===== src/rtl/key_load_ctrl.sv =====
// Round-key schedule loader: accepts NUM_ROUNDS+1 keys over valid/ready and writes them
// into the round-key store, holding off while encryption blocks are still in flight.
module key_load_ctrl #(
    parameter int unsigned NUM_ROUNDS = 14,
    parameter int unsigned RN_W       = 4
) (
    input  logic            clk,
    input  logic            rst,
    input  logic            start,
    input  logic            abort,
    input  logic            busy_in,
    input  logic            key_valid,
    input  logic [127:0]    key_in,
    output logic            key_ready,
    output logic            ks_load,
    output logic [RN_W-1:0] ks_round_number,
    output logic [127:0]    ks_key,
    output logic            schedule_valid,
    output logic            done
);

    typedef enum logic [1:0] {StIdle, StDrain, StLoad, StDone} state_e;

    localparam logic [RN_W-1:0] LastIdx = RN_W'(NUM_ROUNDS);

    state_e            state_q, state_d;
    logic [RN_W-1:0]   idx_q, idx_d;
    logic              ks_load_d;
    logic [RN_W-1:0]   ks_rn_d;
    logic [127:0]      ks_key_d;
    logic              sv_d;
    logic              done_d;
    logic              xfer;

    assign xfer = key_valid & key_ready;

    // State register
    always_ff @(posedge clk or posedge rst) begin
        if (rst) begin
            state_q <= StIdle;
        end else begin
            state_q <= state_d;
        end
    end

    // Next-state logic; abort wins over the final transfer so an aborted load never flags done
    always_comb begin
        state_d = state_q;
        unique case (state_q)
            StIdle: begin
                if (start) begin
                    state_d = busy_in ? StDrain : StLoad;
                end
            end
            StDrain: begin
                if (abort) begin
                    state_d = StIdle;
                end else if (!busy_in) begin
                    state_d = StLoad;
                end
            end
            StLoad: begin
                if (abort) begin
                    state_d = StIdle;
                end else if (xfer && (idx_q == LastIdx)) begin
                    state_d = StDone;
                end
            end
            StDone: begin
                state_d = StIdle;
            end
            default: begin
                state_d = StIdle;
            end
        endcase
    end

    // Output logic
    always_comb begin
        key_ready = (state_q == StLoad);
    end

    // Registered store-side datapath
    always_comb begin
        idx_d     = idx_q;
        ks_load_d = 1'b0;
        ks_rn_d   = ks_round_number;
        ks_key_d  = ks_key;
        sv_d      = schedule_valid;
        done_d    = 1'b0;

        if ((state_q == StIdle) && start) begin
            idx_d = '0;
            sv_d  = 1'b0;
        end

        if (xfer) begin
            ks_load_d = 1'b1;
            ks_rn_d   = idx_q;
            ks_key_d  = key_in;
            if (idx_q != LastIdx) begin
                idx_d = idx_q + 1'b1;
            end
        end

        // The store captures the final key on the same edge that leaves DONE
        if (state_q == StDone) begin
            sv_d   = 1'b1;
            done_d = 1'b1;
        end
    end

    always_ff @(posedge clk or posedge rst) begin
        if (rst) begin
            idx_q           <= '0;
            ks_load         <= 1'b0;
            ks_round_number <= '0;
            ks_key          <= '0;
            schedule_valid  <= 1'b0;
            done            <= 1'b0;
        end else begin
            idx_q           <= idx_d;
            ks_load         <= ks_load_d;
            ks_round_number <= ks_rn_d;
            ks_key          <= ks_key_d;
            schedule_valid  <= sv_d;
            done            <= done_d;
        end
    end

endmodule


===== config.mk =====
export PLATFORM = sky130hd
export DESIGN_NAME = key_load_ctrl
export DESIGN_NICKNAME = d
export VERILOG_FILES = /design/src/rtl/key_load_ctrl.sv
export SDC_FILE = /design/constraint.sdc
export NUM_CORES = 1
export LEC_CHECK = 0
export ABC_CLOCK_PERIOD_IN_PS = 5400
export BUFFER_PORTS_ARGS = -buffer_cell sky130_fd_sc_hd__buf_2
export CORE_UTILIZATION = 32
export DETAILED_ROUTE_END_ITERATION = 8
export GPL_ROUTABILITY_DRIVEN = 0
export PLACE_DENSITY = 0.58
export SYNTH_ARGS = -nofsm -noshare
export SYNTH_HDL_FRONTEND = slang
export SYNTH_SLANG_ARGS = --single-unit

===== constraint.sdc =====
create_clock -name clk -period 5.4 [get_ports clk]
set_input_delay 0.27 -clock clk [delete_from_list [all_inputs] [get_ports clk]]
set_output_delay 0.27 -clock clk [all_outputs]
set_load 0.02 [all_outputs]

==> impl_metrics.py, run 1 <==
metrics = {
    "outcome": {
        "status": "finished, final reports clean",
    },
    "pwr": {
        "switching_share_pct": 38.86,
        "p_seq_share_pct": 38.7,
        "power.switching_w": 0.001685,
        "power_density_mw_per_mm2": 579.0,
        "power_frac_clock_pct": 27.1,
        "power.leakage_nw": 4.420,
        "p_comb_share_pct": 34.2,
        "ir_drop_v": 0.0002384,
        "finalPower_w": 0.004337,
        "power.internal_w": 0.002652,
    },
    "timing": {
        "hold_viol_final": 0,
        "fin_crit_ns": 2.979,
        "fin_setup_tns_ns": 0,
        "drv_slew": 0,
        "rsz0062_at_grt": "false",
        "maxClockFrequency_ghz": 0.3357,
        "setup_viol": 0,
        "finalCritPeriodShare_pct": 55.17,
        "tightest_slew_ns": 0.8349,
        "slew_headroom_pct": 44.34,
        "whs_ns": 0.01936,
        "skew_ns": 0.008602,
    },
    "global_route": {
        "grt_pass1_wl_um": 21480,
        "grt_max_degree": 94,
        "grt_util_all_layers_pct": 15.72,
        "overflow": 0,
        "use_met2_pct": 23.71,
        "antenna_found_initial": 0,
        "grt_most_used_layer": "met2",
        "grt.met1_usage_pct": 20.72,
        "grt_pass1_vias": 4297,
        "grt_util_met3_pct": 5.190,
    },
    "cells_and_area": {
        "multi_input_area_sq_mm": 0.001687,
        "finalNetCount": 997,
        "fin_util_pct": 45.17,
        "num_antenna_cells": 0,
        "design_area_sq_mm": 0.007491,
        "drive_gt1_share_pct": 35.13,
        "area_growth_pct": 37.66,
        "seq_area_sq_mm": 0.003528,
        "n_fill_cell": 1686,
    },
    "floorplan": {
        "die_h_um": 132.4,
        "die_area_sq_mm": 0.01753,
        "start_util_pct": 32.81,
        "die_w_um": 132.4,
        "rows": 47,
        "ios": 270,
        "core_area_sq_mm": 0.01658,
    },
    "detailed_routing": {
        "vias": 4652,
        "viasPerCell": 4.252,
        "wl_per_cell_um": 12.41,
        "dr.pass1.iters": 4,
        "drc": 0,
        "routed_wl_um": 13580,
        "drtIter0Drc": 181,
        "antenna_left": 0,
    },
    "setup_path": {
        "max_stage_delay_ns": 0.84,
        "cp.arrival_ns": 3.33,
        "cp_max_fo": 73,
        "path_class": "reg -> reg",
        "cp.required_ns": 5.75,
        "cpMostUsedCell": "nand2_1",
        "cp-end-kind": "flip-flop",
        "crit_buf_inv": 2,
        "r2r_cells": 5,
        "r2r-end": "ks_key[56]",
        "path_delay_family": "buffers and inverters",
        "rrSetupSlack_ns": 2.42,
        "cp-start-kind": "flip-flop",
        "slowest_stage": "inv_4",
        "crit_chain": "nand3b_4 > inv_4 > buf_4 > nand2_1 > nand2_1",
        "r2r_start": "state_q[0]",
    },
    "synth": {
        "syn-num-nets": 735,
        "synth_edf_count": 0,
        "synth-seq-cells": 141,
        "synth_compound_gate_area_share_pct": 1.748,
        "synthFlopType": "dfrtp_1",
        "synthDistinctLibCells": 26,
        "syn_inst": 599,
        "synthArstFlopShare_pct": 100.0,
        "synth_top_cells_by_count": "394 x nand2_1, 141 x dfrtp_1, 19 x buf_2",
        "syn_avg_cell_area_sq_um": 9.084,
        "synth_fa_ha_area_share_pct": 0.4599,
        "yosysWarnings": 0,
        "synth_xor_area_share_pct": 0,
        "ys_top_cells_by_area": "dfrtp_1 65%, nand2_1 27%, buf_2 1.7%, buf_6 1.7%, ha_1 0.46%",
        "yosysMostFrequentCell": "nand2_1",
        "ys_seq_area_share_pct": 64.84,
        "synth_area_sq_mm": 0.005441,
        "synth_top_cell_by_area": "dfrtp_1",
        "synthMuxAreaShare_pct": 0.3679,
        "synth_top_family_by_area": "simple AND/OR/NAND/NOR gates",
        "yosys.area.top_type_share_pct": 64.84,
        "yosys.area_share.simple_pct": 28.42,
    },
    "hold_path": {
        "hp-class": "in -> async",
    },
    "clocking": {
        "h-tree-depth": 4,
        "cts_hold_buf": 0,
        "cts_setup_buffers": 0,
        "clk_pin_slew_ns": 0.06,
        "cts_made_buffers": 17,
        "cts-root-buf": "clkbuf_16",
        "cts_resized": 0,
        "clock_latency_ns": 0.41,
        "cts.path.max_buffers": 2,
        "cts.sinks": 141,
        "tritoncts": "built",
    },
    "placed_design": {
        "placed_area_sq_mm": 0.006893,
        "dp_hpwl_um": 9109,
        "portBuffers": 269,
    },
    "job": {
        "cap_violations": 0,
    },
}
==> metal layers <==
metal / vias to the layer above / wire [um]
li1: 2340 / -
met1: 2108 / 6275
met2: 186 / 6048
met3: 18 / 1005
met4: 0 / 247
met5: - / 0
==> worst register-to-register path, cell delays in order, from the launching register on <==
cell,delay (ns)
dfrtp_1,0.42
nand3b_4,0.70
inv_4,0.85
buf_4,0.69
nand2_1,0.19
nand2_1,0.08
==> logic make-up (layout without fill, tap and decap cells) <==
group	after synthesis	in the layout
buffers and inverters	36	311
multiplexers	2	2
flip-flops	141	141
AND/OR/NAND/NOR	403	403
adder cells (fa/ha/maj)	2	2
AO/OA/AOI/OAI	15	15
==> cells in the final DEF, fill, tap and decap left out, types with 2 or more instances in the layout <==
cell,instances
inv_1,5
buf_2,269
o21ai_0,5
clkinv_4,2
bufinv_16,2
dfrtp_1,141
nand2_1,394
buf_4,3
clkbuf_16,17
nand3_1,2
ha_1,2
mux2i_1,2
o211ai_1,3
clkinvlp_4,4
inv_6,5
==> metrics by stage <==
step,cells,setup slack (ns)
4_1_cts,1094,2.325
2_1_floorplan,599,1.349
5_1_grt,1094,2.116
3_5_place_dp,1062,2.322
3_3_place_gp,1062,2.373
6_report,1094,2.421
==> power by group through the flow <==
stage / Combinational, W / Sequential [W] / Clock [W]
after floorplan: 0.000414 / 0.00221 / 0
after global placement: 0.00150 / 0.00169 / 0
after detailed placement: 0.00151 / 0.00169 / 0
after CTS: 0.00151 / 0.00168 / 0.00121
after global routing: 0.00163 / 0.00173 / 0.00125
final: 0.00148 / 0.00168 / 0.00117
==> area by class of cell <==
| cell class | instances | area share (%) |
|---|---|---|
| flip-flops and latches | 141 | 47.10 |
| well taps | 220 | 3.675 |
| clock buffers | 18 | 5.863 |
| multi-input cells | 422 | 22.52 |
| repair buffers | 272 | 18.27 |
| inverters | 7 | 0.4510 |
| clock inverters | 14 | 2.121 |
==> sequential cells by signal (all words and copies together) (netlist names) <==
signal / count
ks_key: 128
schedule_valid: 1
idx_q: 4
state_q: 2
ks_load: 1
done: 1
ks_round_number: 4
==> worst max path at each step <==
| stage | from | endpoint | slack, ns | depth (start not counted) |
|---|---|---|---|---|
| floorplan | rst | done | 1.35 | 1 |
| global placement | state_q[0] | ks_key[56] | 2.37 | 5 |
| detailed placement | state_q[0] | ks_key[56] | 2.32 | 5 |
| CTS | state_q[0] | ks_key[56] | 2.33 | 5 |
| global route | state_q[0] | ks_key[44] | 2.12 | 5 |
| finish | state_q[0] | ks_key[56] | 2.42 | 5 |
(Power assumes the default switching activity.)
==> run 2, diff against run 1 <==
ABC_CLOCK_PERIOD_IN_PS = 2700   (was 5400)
PLACE_DENSITY = 0.61   (was 0.58)
clock period = 2.7 ns   (was 5.4 ns; I/O delays follow)
==> impl_metrics.py, run 2 (synthesis results as in run 1) <==
metrics = {
    "global_route": {
        "antenna_found_initial": 0,
        "grt_pass1_vias": 5346,
        "grt_pass1_wl_um": 25830,
        "grt_max_degree": 140,
        "grt_util_all_layers_pct": 18.39,
        "overflow": 0,
    },
    "timing": {
        "slew_headroom_pct": 56.22,
        "drv_slew": 0,
        "hold_viol_final": 0,
        "tightest_slew_ns": 0.6567,
        "fin_crit_ns": 1.996,
        "setup_viol": 0,
        "layout_setup_ws_ns": 0.7037,
        "maxClockFrequency_ghz": 0.5009,
        "fin_setup_tns_ns": 0,
        "skew_ns": 0.009318,
        "finalCritPeriodShare_pct": 73.94,
        "rsz0062_at_grt": "false",
    },
    "cells_and_area": {
        "num_antenna_cells": 0,
        "largest_register_ff_count": 128,
        "top_register": "ks_key",
        "layout_common_cells": "394 x nand2_1, 269 x buf_2, 141 x dfrtp_1",
        "drive_gt1_share_pct": 30.69,
        "finalNetCount": 1133,
        "top_regs": "ks_key x128, idx_q x4, ks_round_number x4",
        "area_growth_pct": 64.01,
        "final_common_cell": "nand2_1",
        "fin_util_pct": 53.82,
    },
    "floorplan": {
        "die_area_sq_mm": 0.01753,
        "start_util_pct": 32.81,
        "rows": 47,
        "die_w_um": 132.4,
        "die_h_um": 132.4,
        "ios": 270,
        "core_area_sq_mm": 0.01658,
    },
    "setup_path": {
        "cp.required_ns": 3.04,
        "cp_max_fo": 58,
        "cp-start-kind": "flip-flop",
        "cp-end-kind": "flip-flop",
        "path_class": "reg -> reg",
        "cp.arrival_ns": 2.34,
        "crit_chain": "nand3b_4 > inv_4 > a32oi_1 > o21ai_1 > dlygate4sd3_1",
        "max_stage_delay_ns": 0.56,
        "slowest_stage": "dlygate4sd3_1",
    },
    "clocking": {
        "cts_resized": 0,
        "tritoncts": "built",
        "cts_setup_buffers": 0,
        "clock_latency_ns": 0.41,
        "cts.sinks": 141,
        "clk_pin_slew_ns": 0.06,
        "cts_made_buffers": 17,
        "cts.path.max_buffers": 2,
        "h-tree-depth": 4,
        "cts-root-buf": "clkbuf_16",
    },
    "detailed_routing": {
        "drtIter0Drc": 283,
        "viasPerCell": 4.228,
        "antenna_left": 0,
        "dr.pass1.iters": 7,
        "routed_wl_um": 15660,
        "wl_per_cell_um": 12.73,
        "drc": 0,
        "vias": 5200,
    },
    "pwr": {
        "p_comb_share_pct": 35.1,
        "ir_drop_v": 0.0004582,
        "p_seq_share_pct": 37.2,
        "switching_share_pct": 37.25,
        "power_density_mw_per_mm2": 1016,
        "power_frac_clock_pct": 27.7,
        "power.switching_w": 0.003377,
        "power.internal_w": 0.005690,
        "power.leakage_nw": 5.038,
    },
    "placed_design": {
        "dp_slack_ns": 0.9824,
        "dp_hpwl_um": 9370,
        "portBuffers": 269,
    },
    "job": {
        "cap_violations": 0,
    },
    "hold_path": {
        "hp-class": "in -> reg",
    },
    "outcome": {
        "status": "finished, final reports clean",
    },
}
[run 2: changes by cell type in the layout (fill, tap and decap cells not counted), sizes merged, moves of 4 or more]
cell         previous run  this run
inv                    12         6
buf                   272       276
dlygate4sd3             0       132
clkbuf                 18        22
[run 2: what timing repair did]
item | CTS | global route
setup endpoints to repair | 0 | 0
hold endpoints to repair | 271 | 0
hold buffers | 132 | 0
[run 2: metal layers]
| metal | track usage, % | share of wire, % | up-vias |
|---|---|---|---|
| li1 | - | - | 2622 |
| met1 | 22.50 | 43 | 2359 |
| met2 | 30.32 | 49 | 192 |
| met3 | 5.767 | 6.5 | 27 |
| met4 | 6.960 | 1.9 | 0 |
| met5 | 0 | 0 | - |
[run 2: layout make-up]
cell class	count	area, sq um
clock buffer	22	484.2
fill	1513	7659
tap	220	275.3
multi-input combinational	422	1687
sequential	141	3528
clock inverter	10	160.2
inverter	7	32.53
timing repair buffer	408	2758
[run 2: worst paths after layout]
path | start | endpoint | slack [ns] | depth (start not counted)
setup / recovery | state_q[0] | state_q[0] | 0.70 | 5
hold / removal | start | state_q[1] | 0.11 | 3
setup reg to reg | state_q[0] | state_q[0] | 0.70 | 5
hold reg to reg | ks_key[96] | ks_key[96] | 0.47 | 2
max in group asynchronous | rst | ks_key[88] | 1.81 | 4
min in group asynchronous | rst | ks_key[117] | 0.40 | 4
[run 2: power groups by stage]
stage | Clock (W) | Sequential (W) | Combinational, W
after floorplan | 0 | 0.00442 | 0.000828
after global placement | 0 | 0.00338 | 0.00301
after detailed placement | 0 | 0.00338 | 0.00306
after CTS | 0.00259 | 0.00337 | 0.00321
after global routing | 0.00268 | 0.00348 | 0.00348
final | 0.00252 | 0.00337 | 0.00318
[run 2: per-stage QoR]
step                      hold WS, ns  instance area (sq um)  std cells  power, W
after CTS                     0.09097                   8925       1230  0.009163
after detailed placement       0.3300                   6959       1066  0.006441
after global placement         0.3239                   6959       1066  0.006389
after floorplan                0.2264                   5445        599  0.005249
after global routing           0.1303                   8925       1230  0.009634
final                          0.1127                   8925       1230  0.009067
[run 2: critical path, delay by kind of cell, from the launching register on]
kind | cells | cell delay [ns]
buffers and inverters | 2 | 1.05
AND/OR/NAND/NOR | 1 | 0.20
flip-flops | 1 | 0.42
AO/OA/AOI/OAI | 2 | 0.26
==> run 3, diff against run 2 <==
ABC_CLOCK_PERIOD_IN_PS = 1800   (was 2700)
clock period = 1.8 ns   (was 2.7 ns; I/O delays follow)
==> impl_metrics.py, run 3 (synthesis results as in run 1) <==
metrics = {
    "pwr": {
        "p_comb_share_pct": 35.6,
        "power_density_mw_per_mm2": 1506,
        "ir_drop_v": 0.0007756,
        "power.internal_w": 0.008412,
        "finalPower_w": 0.01345,
        "power.leakage_nw": 5.032,
        "p_seq_share_pct": 37.6,
        "power.switching_w": 0.005041,
        "switching_share_pct": 37.47,
        "power_frac_clock_pct": 26.7,
    },
    "clocking": {
        "cts_made_buffers": 17,
        "clock_latency_ns": 0.41,
        "clk_pin_slew_ns": 0.06,
        "tritoncts": "built",
        "cts.sinks": 141,
        "h-tree-depth": 4,
        "cts-root-buf": "clkbuf_16",
        "cts.path.max_buffers": 2,
    },
    "setup_path": {
        "slowest_stage": "dfrtp_1",
        "cp.required_ns": 2.08,
        "cp-end-kind": "flip-flop",
        "cp.arrival_ns": 1.75,
        "r2r_cells": 5,
        "max_stage_delay_ns": 0.42,
        "cp-start-kind": "flip-flop",
        "crit_chain": "inv_1 > ha_1 > and3_1 > o21ai_0 > o22ai_1",
        "path_class": "reg -> reg",
        "cp_max_fo": 5,
    },
    "floorplan": {
        "die_h_um": 132.4,
        "ios": 270,
        "rows": 47,
        "start_util_pct": 32.81,
        "die_area_sq_mm": 0.01753,
        "core_area_sq_mm": 0.01658,
        "die_w_um": 132.4,
    },
    "cells_and_area": {
        "finalNetCount": 1136,
        "area_growth_pct": 64.18,
        "num_antenna_cells": 0,
        "layout_common_cells": "394 x nand2_1, 269 x buf_2, 141 x dfrtp_1",
        "design_area_sq_mm": 0.008934,
        "top_register": "ks_key",
        "largest_register_ff_count": 128,
        "top_regs": "ks_key x128, idx_q x4, ks_round_number x4",
        "n_fill_cell": 1483,
        "drive_gt1_share_pct": 30.43,
        "final_common_cell": "nand2_1",
    },
    "timing": {
        "skew_ns": 0.006443,
        "slew_headroom_pct": 70.28,
        "setup_viol": 0,
        "maxClockFrequency_ghz": 0.6800,
        "fin_crit_ns": 1.471,
        "finalCritPeriodShare_pct": 81.70,
        "whs_ns": 0.05020,
        "drv_slew": 0,
        "fin_setup_tns_ns": 0,
        "rsz0062_at_grt": "false",
        "tightest_slew_ns": 0.4459,
        "hold_viol_final": 0,
    },
    "detailed_routing": {
        "wl_per_cell_um": 12.58,
        "drc": 0,
        "viasPerCell": 4.249,
        "routed_wl_um": 15500,
        "vias": 5235,
        "antenna_left": 0,
        "drtIter0Drc": 189,
        "dr.pass1.iters": 6,
    },
    "hold_path": {
        "whs_path_depth": 3,
        "hp-class": "in -> reg",
    },
    "global_route": {
        "overflow": 0,
        "grt_pass1_vias": 5315,
        "antenna_found_initial": 0,
        "grt_pass1_wl_um": 25350,
        "grt_max_degree": 81,
        "grt_util_all_layers_pct": 18.14,
    },
    "placed_design": {
        "portBuffers": 269,
        "placed_area_sq_mm": 0.006999,
        "dp_hpwl_um": 9436,
    },
    "job": {
        "cap_violations": 0,
    },
    "outcome": {
        "status": "finished, final reports clean",
    },
}
[run 3: worst max-delay path: cells and delay by family, from the launching register on]
| kind | cells | cell delay, ns |
|---|---|---|
| AOI/OAI and AO/OA | 2 | 0.37 |
| adders and majority gates | 1 | 0.24 |
| buffers and inverters | 1 | 0.08 |
| DFF | 1 | 0.42 |
| and+or+nand+nor | 1 | 0.23 |
[run 3: layout make-up]
type / instances / area, sq um / area share (%)
Multi-Input combinational cell: 422 / 1687 / 18.88
Timing Repair Buffer: 411 / 2808 / 31.43
Clock inverter: 6 / 107.6 / 1.204
Clock buffer: 25 / 495.5 / 5.546
Sequential cell: 141 / 3528 / 39.50
Inverter: 7 / 32.53 / 0.3641
Tap cell: 220 / 275.3 / 3.081
[run 3: worst paths after layout]
path / slack [ns] / to / start
setup / recovery: 0.33 / idx_q[2] / idx_q[0]
hold / removal: 0.05 / state_q[0] / busy_in
setup reg to reg: 0.33 / idx_q[2] / idx_q[0]
hold reg to reg: 0.47 / ks_key[45] / ks_key[45]
max in group asynchronous: 1.05 / ks_key[61] / rst
min in group asynchronous: 0.34 / ks_key[110] / rst
[run 3: what timing repair did]
item                      in CTS  in global routing
resized for setup              0                  0
hold buffers                 133                  0
buffers inserted               0                  0
hold endpoints to repair     271                  0
[run 3: layer usage]
layer	wire [um]	GRT usage, %	up-vias
met4	295	7.280	0
met5	0	0	-
met1	6741	22.07	2408
met3	936	5.575	24
met2	7529	29.97	181
li1	-	-	2622
[run 3: power groups by stage]
stage	combinational (W)	sequential, W	clock, W
3_3_place_gp	0.00454	0.00505	0
3_5_place_dp	0.00459	0.00506	0
2_1_floorplan	0.00124	0.00663	0
5_1_grt	0.00524	0.00522	0.00382
6_report	0.00480	0.00506	0.00360
4_1_cts	0.00481	0.00505	0.00369
[run 3: through the flow]
| stage | utilization [%] | setup WS (ns) | std cells |
|---|---|---|---|
| 6_report | 53.87 | 0.3294 | 1232 |
| 5_1_grt | 53.87 | 0.2069 | 1232 |
| 4_1_cts | 53.87 | 0.3294 | 1232 |
| 3_5_place_dp | 42.21 | 0.3522 | 1068 |
| 3_3_place_gp | 42.21 | 0.3857 | 1068 |
| 2_1_floorplan | - | -0.05308 | 599 |
